===== src/rtl/coriolis_ker1_stream_ctrl.sv =====
// Run sequencer for the coriolis ker1 sub-kernel stream (source -> kernel -> sink).
// Optional DRAIN stall watchdog with a sticky err port: define CORIOLIS_CTRL_WATCHDOG_EN.
module coriolis_ker1_stream_ctrl #(
  parameter int CNTW   = 24,
  parameter int MAXLAT = 64
) (
  input  logic            clk,
  input  logic            rst,
  input  logic            start,
  input  logic [CNTW-1:0] nelem,
  output logic            busy,
  output logic            done,
  input  logic            src_valid,
  output logic            src_ready,
  output logic            ker_ivalid,
  input  logic            ker_iready,
  input  logic            ker_ovalid,
  output logic            ker_oready,
  output logic            snk_valid,
  input  logic            snk_ready,
  output logic [CNTW-1:0] issued,
  output logic [CNTW-1:0] retired
`ifdef CORIOLIS_CTRL_WATCHDOG_EN
  ,
  output logic            err
`endif
);

  typedef enum logic [1:0] {
    S_IDLE  = 2'd0,
    S_RUN   = 2'd1,
    S_DRAIN = 2'd2,
    S_DONE  = 2'd3
  } state_t;

  state_t          state_q, state_d;
  logic [CNTW-1:0] len_q, len_d;
  logic [CNTW-1:0] issued_q, issued_d;
  logic [CNTW-1:0] retired_q, retired_d;

  logic            adm;
  logic            oact;
  logic            in_fire;
  logic            out_fire;
  logic [CNTW-1:0] issued_inc;
  logic [CNTW-1:0] retired_inc;
  logic            in_last;
  logic            out_last;

`ifdef CORIOLIS_CTRL_WATCHDOG_EN
  localparam int STALL_LIM = 4 * MAXLAT;
  localparam int STALLW    = (STALL_LIM > 1) ? $clog2(STALL_LIM) : 1;

  logic [STALLW-1:0] stall_q, stall_d;
  logic              err_q, err_d;
`endif

  // Gates are qualified by rst so every handshake output is 0 while reset is held.
  always_comb begin
    adm        = rst && (state_q == S_RUN) && (issued_q < len_q);
    oact       = rst && ((state_q == S_RUN) || (state_q == S_DRAIN));
    ker_ivalid = src_valid & adm;
    src_ready  = ker_iready & adm;
    snk_valid  = ker_ovalid & oact;
    ker_oready = snk_ready & oact;
    in_fire    = src_valid & ker_iready & adm;
    out_fire   = ker_ovalid & snk_ready & oact;
  end

  always_comb begin
    issued_inc  = issued_q + CNTW'(1);
    retired_inc = retired_q + CNTW'(1);
    in_last     = in_fire && (issued_inc == len_q);
    out_last    = out_fire && (retired_inc == len_q);
  end

  always_comb begin
    state_d   = state_q;
    len_d     = len_q;
    issued_d  = in_fire ? issued_inc : issued_q;
    retired_d = out_fire ? retired_inc : retired_q;
`ifdef CORIOLIS_CTRL_WATCHDOG_EN
    stall_d   = stall_q;
    err_d     = err_q;
`endif

    case (state_q)
      S_IDLE, S_DONE: begin
        if (start) begin
          len_d     = nelem;
          issued_d  = '0;
          retired_d = '0;
          state_d   = (nelem == '0) ? S_DONE : S_RUN;
`ifdef CORIOLIS_CTRL_WATCHDOG_EN
          err_d     = 1'b0;
`endif
        end
      end

      S_RUN: begin
        // Final input and final output in one cycle skip DRAIN entirely.
        if (in_last) begin
          state_d = out_last ? S_DONE : S_DRAIN;
`ifdef CORIOLIS_CTRL_WATCHDOG_EN
          stall_d = '0;
`endif
        end
      end

      S_DRAIN: begin
        if (out_last) begin
          state_d = S_DONE;
        end
`ifdef CORIOLIS_CTRL_WATCHDOG_EN
        if (out_fire) begin
          stall_d = '0;
        end else if (stall_q == STALLW'(STALL_LIM - 1)) begin
          state_d = S_DONE;
          err_d   = 1'b1;
        end else begin
          stall_d = stall_q + STALLW'(1);
        end
`endif
      end

      default: begin
        state_d = S_IDLE;
      end
    endcase
  end

  always_ff @(posedge clk) begin
    if (!rst) begin
      state_q   <= S_IDLE;
      len_q     <= '0;
      issued_q  <= '0;
      retired_q <= '0;
    end else begin
      state_q   <= state_d;
      len_q     <= len_d;
      issued_q  <= issued_d;
      retired_q <= retired_d;
    end
  end

`ifdef CORIOLIS_CTRL_WATCHDOG_EN
  always_ff @(posedge clk) begin
    if (!rst) begin
      stall_q <= '0;
      err_q   <= 1'b0;
    end else begin
      stall_q <= stall_d;
      err_q   <= err_d;
    end
  end

  assign err = err_q;
`endif

  assign busy    = (state_q == S_RUN) || (state_q == S_DRAIN);
  assign done    = (state_q == S_DONE);
  assign issued  = issued_q;
  assign retired = retired_q;

endmodule


===== config.mk =====
export PLATFORM = sky130hd
export DESIGN_NAME = coriolis_ker1_stream_ctrl
export DESIGN_NICKNAME = d
export VERILOG_FILES = /design/src/rtl/coriolis_ker1_stream_ctrl.sv
export SDC_FILE = /design/constraint.sdc
export NUM_CORES = 1
export LEC_CHECK = 0
export CAP_MARGIN = 5
export CORE_MARGIN = 2
export CORE_UTILIZATION = 30
export CTS_CLUSTER_SIZE = 14
export DETAILED_ROUTE_END_ITERATION = 12
export PLACE_DENSITY = 0.48
export SYNTH_ARGS = -nofsm -noshare
export SYNTH_HDL_FRONTEND = slang
export SYNTH_SLANG_ARGS = --single-unit

===== constraint.sdc =====
create_clock -name clk -period 5.4 [get_ports clk]
set_clock_uncertainty 0.15 [all_clocks]
set_input_delay 0.54 -clock clk [delete_from_list [all_inputs] [get_ports clk]]
set_output_delay 0.54 -clock clk [all_outputs]
set_load 0.05 [all_outputs]

-- Yosys cells after proc, flatten, opt, wreduce, memory -nomap -nowiden
Index checks and enable logic that the tools add are counted.
- register bits: 74
- input bits: 31
- output and inout port bits: 54
- equality and inequality tests: 8
- order comparisons: 1
- muxes and demuxes: 12
- bitwise logic cells: 8
- add/sub/neg operators: 2
- reduce and logical (&&, ||, !) cells: 11
- operator list (cell ; count):
    24-bit two-way mux ; 6
    24-bit by 1-bit adder with 24-bit output (second input constant) ; 2
    24-bit equality test ; 2
    24-bit logical NOT ; 1
    24-bit less-than comparator ; 1
    1-bit bitwise AND ; 8
    2-bit two-way mux ; 4
    2-bit inequality test (second input constant) ; 3
    2-bit one-hot mux with 3 select lines ; 1
    1-bit logical AND ; 5
    2-bit equality test (second input constant) ; 2
    3-bit AND reduction ; 1
    2-bit by 1-bit equality test with 1-bit output (second input constant) ; 1
    2-bit logical NOT ; 1
    2-bit AND reduction ; 1
    2-bit OR reduction ; 1
    1-bit logical OR ; 1
    1-bit two-way mux ; 1

-- Longest topological paths before layout
- word-level depth: 8
- depth in mapped cells: 13

-- Worst setup path before layout
No wires, ideal clock.
- path kind: register -> register
- start point: register issued_q[8] (netlist: issued[8])
- end point: register state_q[0]
- slack: 1764 ps
- library setup time: 116 ps
- period minus slack after synthesis: 3636 ps
- stages on the path, launching flop included: 11
- data arrival time: 3370 ps
- path buffers: 1
- path through: dfxtp_1 clkbuf_1 nand4_1 nor4_1 nand2_1 xnor2_1 a211o_1 nor4_1 nand4_1 or4b_1 o211a_1
- word-level cells in the longest chain between the ends: 6
- elaborated cells between the ends (all ways): 8
- those cells by class: add/sub (1); order compare (1); eq/ne (2); bitwise (1); reduce/logical (3)
- ends and longest elaborated chain (element ; line ; source):
    from (decl) ; 38 ; logic [CNTW-1:0] issued_q, issued_d;
    from (signal assigned) ; 141 ; issued_q <= issued_d;
    parallel branches: the longest is 3 deep, another holds 24-bit by 1-bit adder with 24-bit output ; n/a ;
    1-bit logical AND * ; 73 ; in_last = in_fire && (issued_inc == len_q);
    2-bit inequality test (no line) * ; n/a ;
    3-bit AND reduction (no line) * ; n/a ;
    to (signal assigned) ; 139 ; state_q <= state_d;
    to (decl) ; 36 ; state_t state_q, state_d;
Every way passes the cells marked *.
A chain may end at the register's enable or synchronous reset.

-- Worst setup path after layout
- start point: register issued_q[1] (netlist: issued[1])
- end point: output port src_ready
- word-level cells in the longest chain between the ends: 3
- ends and longest elaborated chain (element ; line ; source):
    24-bit less-than comparator ; 60 ; adm = rst && (state_q == S_RUN) && (issued_q < len_q);
    1-bit logical AND ; 60 ;
    1-bit bitwise AND ; 63 ; src_ready = ker_iready & adm;
    to (decl) ; 14 ; output logic src_ready,
Every way passes these cells.

==> run summary <==
status - finished, final reports clean
crit end category - output port
Most used DFF post-synth - dfxtp_1
Post-CTS Resized - 0
die extent in y - 137.2 um
Yosys cell types - 59
Final Hold Viols - 0
IO buf count - 84
placement row count - 48
total CTS buffers - 9
Post CTS Setup Buffer Count - 0
GRT met2 Usage - 26.89%
RSZ-0062 raised after global routing - false
Hold EP - len_q[0]
routability cong. - 0.8915
share of post-route cells with drive strength above 1 - 3.567%
largest net degree at the start of global routing - 30
core area - 17,360 um^2
Hold Slack - 0.3710 ns
Clk Latency, worst-skew pair - 0.34 ns
area of the mapped netlist - 5326 um^2
Final Slew Violations - 0
Slew headroom - 31.56%
reg-to-reg startpoint - issued[2]
Iter 0 DRT Violations - 390
GRT met3 Usage - 2.391%
Startpoint Class - register
Req. time, crit path - 4.71 ns
FILL cells - 1,800
Async SR Flop Fraction - 0%
Clock transition at path regs - 0.06 ns
Worst EP arrival - 3.25 ns
syn_nets - 752
yosys warns - 0
Crit path buffers/inverters - 1
Syn-to-layout area delta - 24.12%
Sink Count - 74
CP max-delay cell - clkdlybuf4s50_1
# setup viols final - 0
period utilisation layout - 72.97%
hold_buf cts - 0
CP Max Fanout - 8
half-perimeter wire length after placement - 12.34 mm
Post-synth EDFFs - 0
Setup TNS - 0 ns
P per Cell Area - 281.7 nW/um^2
GRT Total Usage - 17.28%
first-pass GRT wire length - 25.23 mm
hold crit path type - register to register
hold depth - 2
drt pass-1 iters - 5
# IOs - 85
Max clock buf depth - 2
GRT Residual Overflow - 0
initial antenna violation count - 0
htree depth - 3
Post-DP Area - 6314 um^2
cell mode on critical path - o21ai_0
vias in the first global route - 4,723
met1 Use GR - 24.16%
Avg Vias per Cell - 5.131
r2r setup slk - 1.55 ns
crit-path leading delay family - compound AO/OA/AOI/OAI gates
Die Wd - 137.2 um
reg2reg end - state_q[0]
top-area cell type share of the netlist area - 27.81%
total power - 1.862 mW
Final nets - 812
Max-Cap Viols - 0
DRC errors left - 0
Top Usage Layer GRT - met2
Setup CP Type - register to output port
slowest stage delay, CP - 0.81 ns
Avg Synthesized Cell Area - 7.697 um^2
diode count - 0
drt wl/cell - 16.31 um
Root Driver - clkbuf_16
DRT antenna net count - 0
Mapped Cells - 692
via count - 5,039
R2R cell count - 9
leakage - 2.291 nW
final wirelength - 16.01 mm
Die ar. - 18,840 um^2
CTS tree - done
#FFs+latches synth - 74
Synth area leader - dfxtp_1
achievable frequency - 253.8 MHz
Worst Tran Pin Value - 1.017 ns
top cells by area, synth - dfxtp_1, xnor2_1, xor2_1
post-layout instance area - 6611 um^2
HP Start - len_q[0]
critical path, cell by cell - ha_1 > nor2b_1 > o21a_1 > o21ai_0 > a21oi_1 > a211oi_1 > o21ai_0 > nor2_1 > clkdlybuf4s50_1
Max IR drop VDD - 0.1740 mV
sequential element share of the synthesized area - 27.81%
Initial Utilization - 30.69%
Final min period - 3.940 ns
## logic make-up after synthesis
logic type / count (synthesis) / synth area share [%]
AO/OA/AOI/OAI: 104 / 13.37
XOR/XNOR: 103 / 16.94
adder cells (fa/ha/maj): 29 / 6.812
buffers and inverters: 74 / 5.497
flip-flops: 74 / 27.81
multiplexers: 1 / 0.1879
AND/OR/NAND/NOR: 307 / 29.39
## worst min-delay path, delay by kind of cell (launching register included)
family	cells	cell delay [ns]
compound gates	1	0.07
simple gates	1	0.06
flops	1	0.34
## per-layer routing
| metal | share of wire [%] | vias up |
|---|---|---|
| met5 | 0 | - |
| met4 | 1.6 | 0 |
| met3 | 3.9 | 19 |
| met2 | 45 | 114 |
| met1 | 49 | 2387 |
| li1 | - | 2519 |
## final cells by class
type                            instances  area [um^2]  share of cell area, %
Tap cell                              225        281.5                  4.258
Clock inverter                          4        51.30                 0.7759
Timing Repair Buffer                   87        863.3                  13.06
Inverter                               36        135.1                  2.044
Sequential cell                        74         1481                  22.41
Multi-Input combinational cell        544         3552                  53.73
Clock buffer                           12        246.5                  3.728
## per-stage QoR
stage          cells  worst slack [ns]  utilization (%)
2_1_floorplan    692             1.764                -
3_3_place_gp     966             1.715            36.38
3_5_place_dp     966             1.535            36.38
4_1_cts          982             1.426            38.09
5_1_grt          982             1.235            38.09
6_report         982             1.460            38.09
## flip-flops by register name, indices dropped and copies added (netlist names)
name	cells
retired	24
len_q	24
state_q	2
issued	24
## cell usage in the layout (no fill, tap or decap), drive strengths merged, types with 29 or more instances in the layout
cell type,count
clkdlybuf4s50,84
dfxtp,74
ha,29
inv,36
nand2,88
nand3,36
nand4,33
nor2,67
xnor2,60
xor2,43
## power by group
part / total [mW] / switching (mW) / internal, mW
Combinational: 0.578 / 0.340 / 0.238
Sequential: 0.673 / 0.0812 / 0.592
Clock: 0.611 / 0.240 / 0.371
## synth_stat cells (all sizes together) (8+ instances only)
| library cell | n |
|---|---|
| ha | 29 |
| inv | 36 |
| nor3 | 14 |
| nand3 | 36 |
| a21boi | 25 |
| buf | 11 |
| xor2 | 43 |
| and2 | 12 |
| dfxtp | 74 |
| clkbuf | 27 |
| xnor2 | 60 |
| o21ai | 21 |
| a21oi | 17 |
| nor4 | 15 |
| nand4 | 33 |
| and3 | 9 |
| or3 | 8 |
| nand2 | 88 |
| nor2 | 67 |
| a21o | 9 |
## worst max path at each step
stage	startpoint	endpoint	cells past startpoint
CTS	issued[1]	src_ready	9
global route	issued[1]	src_ready	9
finish	issued[1]	src_ready	9
global placement	rst	state_q[0]	8
detailed placement	rst	state_q[1]	10
floorplan	issued[8]	state_q[0]	10
Power figures use the tool's default switching activity.
